<file path="config.mk">
export PLATFORM = sky130hd
export DESIGN_NAME = mult_div_unit
export DESIGN_NICKNAME = d
export VERILOG_FILES = /design/src/rtl/mdu_pkg.sv /design/src/rtl/mdu_div_step.sv /design/src/rtl/mult_div_unit.sv
export SDC_FILE = /design/constraint.sdc
export NUM_CORES = 1
export LEC_CHECK = 0
export CAP_MARGIN = 30
export CELL_PAD_IN_SITES_DETAIL_PLACEMENT = 1
export CELL_PAD_IN_SITES_GLOBAL_PLACEMENT = 2
export CORE_UTILIZATION = 33
export CTS_BUF_LIST = sky130_fd_sc_hd__clkbuf_16
export DETAILED_ROUTE_END_ITERATION = 7
export PLACE_DENSITY = 0.87
export SYNTH_ARGS = -nofsm -noshare
export SYNTH_HDL_FRONTEND = slang
export SYNTH_SLANG_ARGS = --single-unit
</file>
<file path="constraint.sdc">
create_clock -name clk -period 3.4 [get_ports clk]
set_input_delay 0.34 -clock clk [delete_from_list [all_inputs] [get_ports clk]]
set_output_delay 0.34 -clock clk [all_outputs]
set_load 0.01 [all_outputs]
</file>
<file path="src/rtl/mdu_pkg.sv">
// Shared constants for the multiply/divide unit: op encodings, FSM states, default width.
package mdu_pkg;

   localparam int unsigned MDU_WIDTH = 32;

   typedef logic [2:0] mdu_op_t;

   localparam mdu_op_t MDU_MULT  = 3'b000;
   localparam mdu_op_t MDU_MULTU = 3'b001;
   localparam mdu_op_t MDU_DIV   = 3'b010;
   localparam mdu_op_t MDU_DIVU  = 3'b011;
   localparam mdu_op_t MDU_MTHI  = 3'b100;
   localparam mdu_op_t MDU_MTLO  = 3'b101;

   localparam logic [1:0] ST_IDLE = 2'd0;
   localparam logic [1:0] ST_CALC = 2'd1;
   localparam logic [1:0] ST_FIX  = 2'd2;

endpackage

</file>
<file path="src/rtl/mdu_div_step.sv">
// One restoring-division step: shift the next dividend bit into the remainder, try to subtract.
module mdu_div_step #(
   parameter int unsigned WIDTH = 32
) (
   input  logic [WIDTH:0]   i_rem,
   input  logic [WIDTH-1:0] i_quo,
   input  logic [WIDTH-1:0] i_dvs,
   output logic [WIDTH:0]   o_rem,
   output logic [WIDTH-1:0] o_quo
);

   localparam int unsigned SW = WIDTH + 2;

   logic [SW-1:0] w_shift;
   logic [SW-1:0] w_diff;
   logic          w_take;

   // Remainder stays below the divisor, so the top bit of w_diff is a clean borrow flag.
   assign w_shift = {i_rem, i_quo[WIDTH-1]};
   assign w_diff  = w_shift - {2'b00, i_dvs};
   assign w_take  = ~w_diff[SW-1];

   assign o_rem = w_take ? w_diff[WIDTH:0] : w_shift[WIDTH:0];
   assign o_quo = {i_quo[WIDTH-2:0], w_take};

endmodule

</file>
<file path="src/rtl/mult_div_unit.sv">
// Iterative radix-2 multiply/divide unit with architectural HI/LO and start/busy/done handshake.
module mult_div_unit
   import mdu_pkg::*;
#(
   parameter int unsigned WIDTH = MDU_WIDTH
) (
   input  logic             clk,
   input  logic             rst_n,
   input  logic             start,
   input  logic [2:0]       op,
   input  logic [WIDTH-1:0] opa,
   input  logic [WIDTH-1:0] opb,
   input  logic             flush,
   output logic             busy,
   output logic             done,
   output logic [WIDTH-1:0] hi,
   output logic [WIDTH-1:0] lo
);

   localparam int unsigned W2    = 2 * WIDTH;
   localparam int unsigned CNT_W = $clog2(WIDTH);

   logic [1:0]       r_state;
   logic             r_busy;
   logic             r_done;
   logic [WIDTH-1:0] r_hi;
   logic [WIDTH-1:0] r_lo;
   logic [CNT_W-1:0] r_cnt;
   logic             r_is_div;
   logic             r_neg_res;
   logic             r_neg_rem;
   logic             r_dvz;
   logic [WIDTH-1:0] r_opa_abs;
   logic [WIDTH-1:0] r_opb_abs;
   logic [W2-1:0]    r_prod;
   logic [WIDTH:0]   r_rem;
   logic [WIDTH-1:0] r_quo;

   logic [1:0]       w_state_nxt;
   logic             w_busy_nxt;
   logic             w_done_nxt;
   logic [WIDTH-1:0] w_hi_nxt;
   logic [WIDTH-1:0] w_lo_nxt;
   logic [CNT_W-1:0] w_cnt_nxt;
   logic             w_is_div_nxt;
   logic             w_neg_res_nxt;
   logic             w_neg_rem_nxt;
   logic             w_dvz_nxt;
   logic [WIDTH-1:0] w_opa_abs_nxt;
   logic [WIDTH-1:0] w_opb_abs_nxt;
   logic [W2-1:0]    w_prod_nxt;
   logic [WIDTH:0]   w_rem_nxt;
   logic [WIDTH-1:0] w_quo_nxt;

   logic             w_is_md_op;
   logic             w_signed_op;
   logic             w_sa;
   logic             w_sb;
   logic [WIDTH-1:0] w_opa_abs;
   logic [WIDTH-1:0] w_opb_abs;
   logic [WIDTH:0]   w_mul_sum;
   logic [W2-1:0]    w_mul_step;
   logic [WIDTH:0]   w_div_rem;
   logic [WIDTH-1:0] w_div_quo;
   logic [W2-1:0]    w_prod_fix;
   logic [WIDTH-1:0] w_quo_fix;
   logic [WIDTH-1:0] w_rem_fix;

   // Operand preparation at issue: magnitudes and sign flags.
   assign w_is_md_op  = (op == MDU_MULT) || (op == MDU_MULTU) || (op == MDU_DIV) || (op == MDU_DIVU);
   assign w_signed_op = (op == MDU_MULT) || (op == MDU_DIV);
   assign w_sa        = w_signed_op & opa[WIDTH-1];
   assign w_sb        = w_signed_op & opb[WIDTH-1];
   assign w_opa_abs   = w_sa ? (~opa + WIDTH'(1)) : opa;
   assign w_opb_abs   = w_sb ? (~opb + WIDTH'(1)) : opb;

   // Shift-add multiply step: conditional add into the upper half, then shift right.
   assign w_mul_sum  = {1'b0, r_prod[W2-1:WIDTH]} + (r_prod[0] ? {1'b0, r_opa_abs} : (WIDTH+1)'(0));
   assign w_mul_step = {w_mul_sum, r_prod[WIDTH-1:1]};

   mdu_div_step #(.WIDTH(WIDTH)) u_div_step (
      .i_rem (r_rem),
      .i_quo (r_quo),
      .i_dvs (r_opb_abs),
      .o_rem (w_div_rem),
      .o_quo (w_div_quo)
   );

   // Sign fix-up; a zero divisor forces an all-ones quotient while the remainder is the dividend.
   assign w_prod_fix = r_neg_res ? (~r_prod + W2'(1)) : r_prod;
   assign w_quo_fix  = r_dvz ? {WIDTH{1'b1}} : (r_neg_res ? (~r_quo + WIDTH'(1)) : r_quo);
   assign w_rem_fix  = r_neg_rem ? (~r_rem[WIDTH-1:0] + WIDTH'(1)) : r_rem[WIDTH-1:0];

   always_comb begin
      w_state_nxt   = r_state;
      w_busy_nxt    = r_busy;
      w_done_nxt    = 1'b0;
      w_hi_nxt      = r_hi;
      w_lo_nxt      = r_lo;
      w_cnt_nxt     = r_cnt;
      w_is_div_nxt  = r_is_div;
      w_neg_res_nxt = r_neg_res;
      w_neg_rem_nxt = r_neg_rem;
      w_dvz_nxt     = r_dvz;
      w_opa_abs_nxt = r_opa_abs;
      w_opb_abs_nxt = r_opb_abs;
      w_prod_nxt    = r_prod;
      w_rem_nxt     = r_rem;
      w_quo_nxt     = r_quo;

      if (flush) begin
         w_state_nxt = ST_IDLE;
         w_busy_nxt  = 1'b0;
      end else begin
         case (r_state)
            ST_IDLE: begin
               if (start && w_is_md_op) begin
                  w_state_nxt   = ST_CALC;
                  w_busy_nxt    = 1'b1;
                  w_cnt_nxt     = '0;
                  w_is_div_nxt  = op[1];
                  w_neg_res_nxt = w_sa ^ w_sb;
                  w_neg_rem_nxt = w_sa;
                  w_dvz_nxt     = (opb == '0);
                  w_opa_abs_nxt = w_opa_abs;
                  w_opb_abs_nxt = w_opb_abs;
                  w_prod_nxt    = {{WIDTH{1'b0}}, w_opb_abs};
                  w_rem_nxt     = '0;
                  w_quo_nxt     = w_opa_abs;
               end else if (start && (op == MDU_MTHI)) begin
                  w_hi_nxt = opa;
               end else if (start && (op == MDU_MTLO)) begin
                  w_lo_nxt = opa;
               end
            end
            ST_CALC: begin
               if (r_is_div) begin
                  w_rem_nxt = w_div_rem;
                  w_quo_nxt = w_div_quo;
               end else begin
                  w_prod_nxt = w_mul_step;
               end
               w_cnt_nxt = r_cnt + CNT_W'(1);
               if (r_cnt == CNT_W'(WIDTH - 1)) begin
                  w_state_nxt = ST_FIX;
               end
            end
            ST_FIX: begin
               if (r_is_div) begin
                  w_hi_nxt = w_rem_fix;
                  w_lo_nxt = w_quo_fix;
               end else begin
                  w_hi_nxt = w_prod_fix[W2-1:WIDTH];
                  w_lo_nxt = w_prod_fix[WIDTH-1:0];
               end
               w_state_nxt = ST_IDLE;
               w_busy_nxt  = 1'b0;
               w_done_nxt  = 1'b1;
            end
            default: begin
               w_state_nxt = ST_IDLE;
               w_busy_nxt  = 1'b0;
            end
         endcase
      end
   end

   always_ff @(posedge clk or negedge rst_n) begin
      if (!rst_n) begin
         r_state   <= ST_IDLE;
         r_busy    <= 1'b0;
         r_done    <= 1'b0;
         r_hi      <= '0;
         r_lo      <= '0;
         r_cnt     <= '0;
         r_is_div  <= 1'b0;
         r_neg_res <= 1'b0;
         r_neg_rem <= 1'b0;
         r_dvz     <= 1'b0;
         r_opa_abs <= '0;
         r_opb_abs <= '0;
         r_prod    <= '0;
         r_rem     <= '0;
         r_quo     <= '0;
      end else begin
         r_state   <= w_state_nxt;
         r_busy    <= w_busy_nxt;
         r_done    <= w_done_nxt;
         r_hi      <= w_hi_nxt;
         r_lo      <= w_lo_nxt;
         r_cnt     <= w_cnt_nxt;
         r_is_div  <= w_is_div_nxt;
         r_neg_res <= w_neg_res_nxt;
         r_neg_rem <= w_neg_rem_nxt;
         r_dvz     <= w_dvz_nxt;
         r_opa_abs <= w_opa_abs_nxt;
         r_opb_abs <= w_opb_abs_nxt;
         r_prod    <= w_prod_nxt;
         r_rem     <= w_rem_nxt;
         r_quo     <= w_quo_nxt;
      end
   end

   assign busy = r_busy;
   assign done = r_done;
   assign hi   = r_hi;
   assign lo   = r_lo;

endmodule

</file>
After elaboration in Yosys (flattened, before gate mapping)

Index checks and enable logic that the tools add are counted.

Bits in registers: 270
Bits in latches: 0
Bits in writable memories: 0
ROM bits: 0
Bits of input ports: 71
Memories: 0

Add/sub/neg operators: 8
Multipliers: 0
Div/mod/pow operators: 0
Magnitude comparators: 0
Equality and inequality tests: 18
Shift operators: 0
Multiplexer cells: 37
Bitwise logic cells: 10
Reduce and logical (&&, ||, !) cells: 20

Operators by type and width:

| operator              | number |
|---|---|
| $mux 32               | 15 |
| $mux 64               | 3 |
| $pmux 32 s2           | 3 |
| $add 32x1->32 const B | 4 |
| $not 32->32           | 4 |
| $pmux 64 s2           | 1 |
| $mux 33               | 3 |
| $pmux 33 s2           | 1 |
| $add 64x1->64 const B | 1 |
| $not 64->64           | 1 |
| $sub 34x32->34        | 1 |
| $add 32x32->33        | 1 |
| $logic_not 32->1      | 1 |
| $ne 2x2->1 const B    | 8 |
| $reduce_and 4->1      | 3 |
| $pmux 5 s2            | 1 |
| $eq 3x2->1 const B    | 2 |
| $eq 3x3->1 const B    | 2 |
| $mux 2                | 3 |
| $ne 3x3->1 const B    | 2 |
| $reduce_and 3->1      | 2 |
| $add 5x1->5 const B   | 1 |
| $eq 5x5->1 const B    | 1 |
| $mux 5                | 1 |
| other kinds (16)      | 28 |

Longest topological paths before layout

Depth in word-level cells: 8
Depth in mapped cells: 14
Mapped depth without buffers: 13

Modules after synthesis

A second synthesis with hierarchy kept.

Cells, all modules: 2,534
Area, all modules: 20,149.3 µm²

Modules (own cells, without submodules):

| module        | instances | cells an instance | area an instance (µm²) | sequential area each (µm²) |
|---|---|---|---|---|
| mult_div_unit | 1         | 2,196             | 17,695.7               | 6,756.5 |
| mdu_div_step  | 1         | 338               | 2,453.6                | 0.0 |

Least setup slack after synthesis

Ideal clock, no wire load.

Path type: reg-to-reg
Start: reg r_prod[0]
End: reg r_prod[63]
Library setup time: 0.120 ns
Arrival time: 3.278 ns
Data required time: 3.280 ns
Path slack: 0.002 ns
Stages on the path, launching flop included: 13
Path buffers: 2
Period minus slack after synthesis: 3.398 ns
Cell sequence: dfrtp_1 > clkbuf_1 > clkbuf_1 > and2_1 > ha_1 > a2111oi_0 > a22oi_1 > a221o_1 > a21oi_1 > o21ai_1 > a311oi_1 > o21ai_0 > a31o_2

Cells in the longest elaborated chain, start to end: 4

RTL lines:

| element                | line                 | text |
|---|---|---|
| start, declared        | mult_div_unit.sv:35  | `logic [W2-1:0] r_prod;` |
| start signal, assigned | mult_div_unit.sv:198 | `r_prod <= w_prod_nxt;` |
| $mux 32                | mult_div_unit.sv:78  | `assign w_mul_sum = {1'b0, r_prod[W2-1:WIDTH]} + (r_prod[0] ? {1'b0, r_opa_abs} : (WIDTH+1)'(0));` |
| $add 32x32->33         | mult_div_unit.sv:78  |  |
| $mux 64                | mult_div_unit.sv:137 | `if (r_is_div) begin` |
| $pmux 64 s2            | mult_div_unit.sv:115 | `case (r_state)` |

Every way passes these cells. The select of a mux whose other input is x is not followed.
A chain may end at the register's enable or synchronous reset.

Worst setup path in the final report

Start: reg r_prod[0]
End: reg r_prod[59]

The elaborated chain is that of the path after synthesis.

==> qor.yml <==
status: "complete, no violations"
worst_slack_ps: 74.0
coreArea_sq_um: 56700
final_cell_area_sq_um: 23400
fin_skew_ps: 32.4
start_util: 0.336
fin_crit_sh: 0.978
synth_edf_count: 0
maxCapViolCount: 0
grt_pass1_wl_um: 118000
slew_headroom: 0.338
drive_above_1_share: 0.101
ys_ff_latch: 270
timing.critical_path.buf_inv: 2
antenna_found_initial: 0
num-fill-cells: 6718
holdCritPathClass: "in2async"
hold_viol_final: 0
cp-startpoint: "r_prod[0]"
p_leak_nw: 10.2
syn_area_sq_um: 19100
cts_made_buffers: 36
die_h_um: 242
fin_crit_ps: 3330
io_pins: 137
die_x_um: 242
tightest_slew_ps: 990
finalPower_mw: 13.4
path_clk_slew_ps: 60
place_area_sq_um: 22100
path_cells: "and2_1, ha_1, a2111oi_1, a22oi_2, a221o_1, a21oi_2, buf_4, o21ai_1, a311oi_2, buf_4, xor2_1, o21ai_0"
cts_max_level: 2
fin_tns_setup_ps: 0
synth_top_area_frac: 0.354
cp_max_fo: 7
area_delta_synth_final_pct: 22.5
drtIter0Drc: 1535
track_usage: 0.260
rows: 87
postSynthCellCount: 2342
cp-start-kind: "flip-flop"
ir_drop_uv: 331
fmaxAchievable_mhz: 301
crit_type: "reg2reg"
antennaDiodeCount: 0
grt_remaining_overflow: 0
ys.flop_type: "dfrtp_1"
crit_top_cell: "buf_4"
antenna_left: 0
regArea_sq_um: 6760
clock-sinks: 270
cts_tree: "yes"
dp_hpwl_um: 60200
grt_max_degree: 84
worst_ep_required_time_ps: 3810
yosysWarnings: 0
routed_wl_um: 78000
synth_top_area_cell: "dfrtp_1"
viasPerCell: 5.73
slowest_delay_ps: 490
dr.pass1.iters: 7
dieArea_sq_um: 58800
mostFrequentLayoutCells: "nand2_1 (343), o21ai_0 (294), dfrtp_1 (267)"
final_common_cell: "nand2_1"
clockRootBuffer: "clkbuf_16"
synth_sequential_area_ratio: 0.354
critical_path.top_delay_family: "compound AO/OA/AOI/OAI gates"
grt_pass1_vias: 19100
vias: 19000
async_flop_share: 1.00
syn_nets: 2486
clock_latency_ps: 580
critPathArrivalTime_ps: 3730
setup_viol: 0
slew_viol_final: 0
cts.path.max_buffers: 3
place.gp.congestion: 0.940
layout.nets: 2675
synthTopCellsByArea: "dfrtp_1 (35%), o21ai_0 (7.8%), nand2_1 (6.8%)"
place_ws_ps: -103
rr_startpoint: "r_prod[0]"
end_kind: "flip-flop"
drcViolationCount: 0
multi_input_area_sq_um: 11700
wl_per_cell_um: 23.6
yosysUniqueCellTypes: 75
syn_avg_cell_area_sq_um: 8.14
cp_slowest_cell: "a2111oi_1"
place.port_buffers: 136
power.density_nw_per_um2: 574
worst reg2reg max path, cell delays in order (launching register included):
cell and delay, ps:
dfrtp_2 440, and2_1 160, ha_1 290, a2111oi_1 490
a22oi_2 210, a221o_1 400, a21oi_2 210, buf_4 150
o21ai_1 110, a311oi_2 280, buf_4 170, xor2_1 140
o21ai_0 110
metal layers:
| metal | GRT usage | vias to the layer above | share of wire |
|---|---|---|---|
| met3 | 0.0330 | 108 | 0.053 |
| met2 | 0.421 | 570 | 0.47 |
| met5 | 0 | - | 0 |
| met4 | 0.0717 | 0 | 0.025 |
| li1 | - | 8712 | - |
| met1 | 0.362 | 9564 | 0.46 |
flip-flops by register name (all words and copies together), names as in the netlist:
name and count:
r_is_div 1, r_quo 32, r_neg_rem 1, r_prod 64, r_rem 33, r_cnt 5, r_opa_abs 32, hi 32
r_state 2, busy 1, r_neg_res 1, done 1, r_opb_abs 32, r_dvz 1, lo 32
cells in the mapped netlist (all sizes together) (6+ instances only):
master / number
clkbuf: 125
o21ai: 309
nor4: 16
o41ai: 21
or4: 20
nand3: 43
and2: 40
a32o: 6
nor2b: 13
mux2i: 29
o31ai: 65
xnor2: 142
o221ai: 20
a221oi: 12
nand4: 11
o21a: 11
nand2: 346
inv: 66
a21o: 46
and3: 16
buf: 14
a22o: 7
o211ai: 14
a211oi: 16
or2: 9
or3: 23
nand2b: 20
xor2: 87
o22ai: 10
a21oi: 173
dfrtp: 270
nor3: 42
a31oi: 12
ha: 71
nor2: 152
a32oi: 7
stage by stage:
step                      std cells   util  hold WS [ps]
after floorplan                2342      -          44.4
after global placement         3242  0.390           321
after detailed placement       3242  0.390           318
after CTS                      3303  0.410           327
after global routing           3309  0.412           369
final                          3309  0.412           330
power by group:
part           switching (mW)  internal (mW)
Clock                    1.56           2.08
Combinational            2.97           2.11
Sequential              0.807           3.89
Total                    5.34           8.08
final timing paths:
path	cells after the start	slack, ps	endpoint
max	12	70	r_prod[59]
min	2	330	r_prod[54]
max reg2reg	12	70	r_prod[59]
min reg2reg	2	470	hi[2]
max in group asynchronous	3	2100	r_opb_abs[5]
min in group clk	3	430	r_is_div
timing repair:
item | CTS | global route
cloned | 0 | 2
pin swaps | 0 | 3
setup buffers | 0 | 4
setup endpoints to repair | 24 | 37
hold buffers | 1 | 0
endpoints found under the hold margin | 50 | 0
resized for setup | 7 | 17
logic make-up (layout without fill, tap and decap cells):
logic type	Yosys count	count (layout)	share of synthesized area
AO/OA/AOI/OAI	772	772	0.250
flip-flops	270	270	0.354
adder cells (fa/ha/maj)	73	73	0.0487
buffers and inverters	205	416	0.0410
XOR/XNOR	229	229	0.106
multiplexers	29	29	0.0152
AND/OR/NAND/NOR	764	764	0.184
layout make-up:
type,instances,share of cell area
clock inverters,24,0.00771
repair buffers,290,0.113
clock buffers,36,0.0386
inverters,66,0.0106
flip-flops and latches,270,0.289
well taps,756,0.0405
multi-input cells,1867,0.500
No activity file was read; power rests on OpenSTA's default activity.
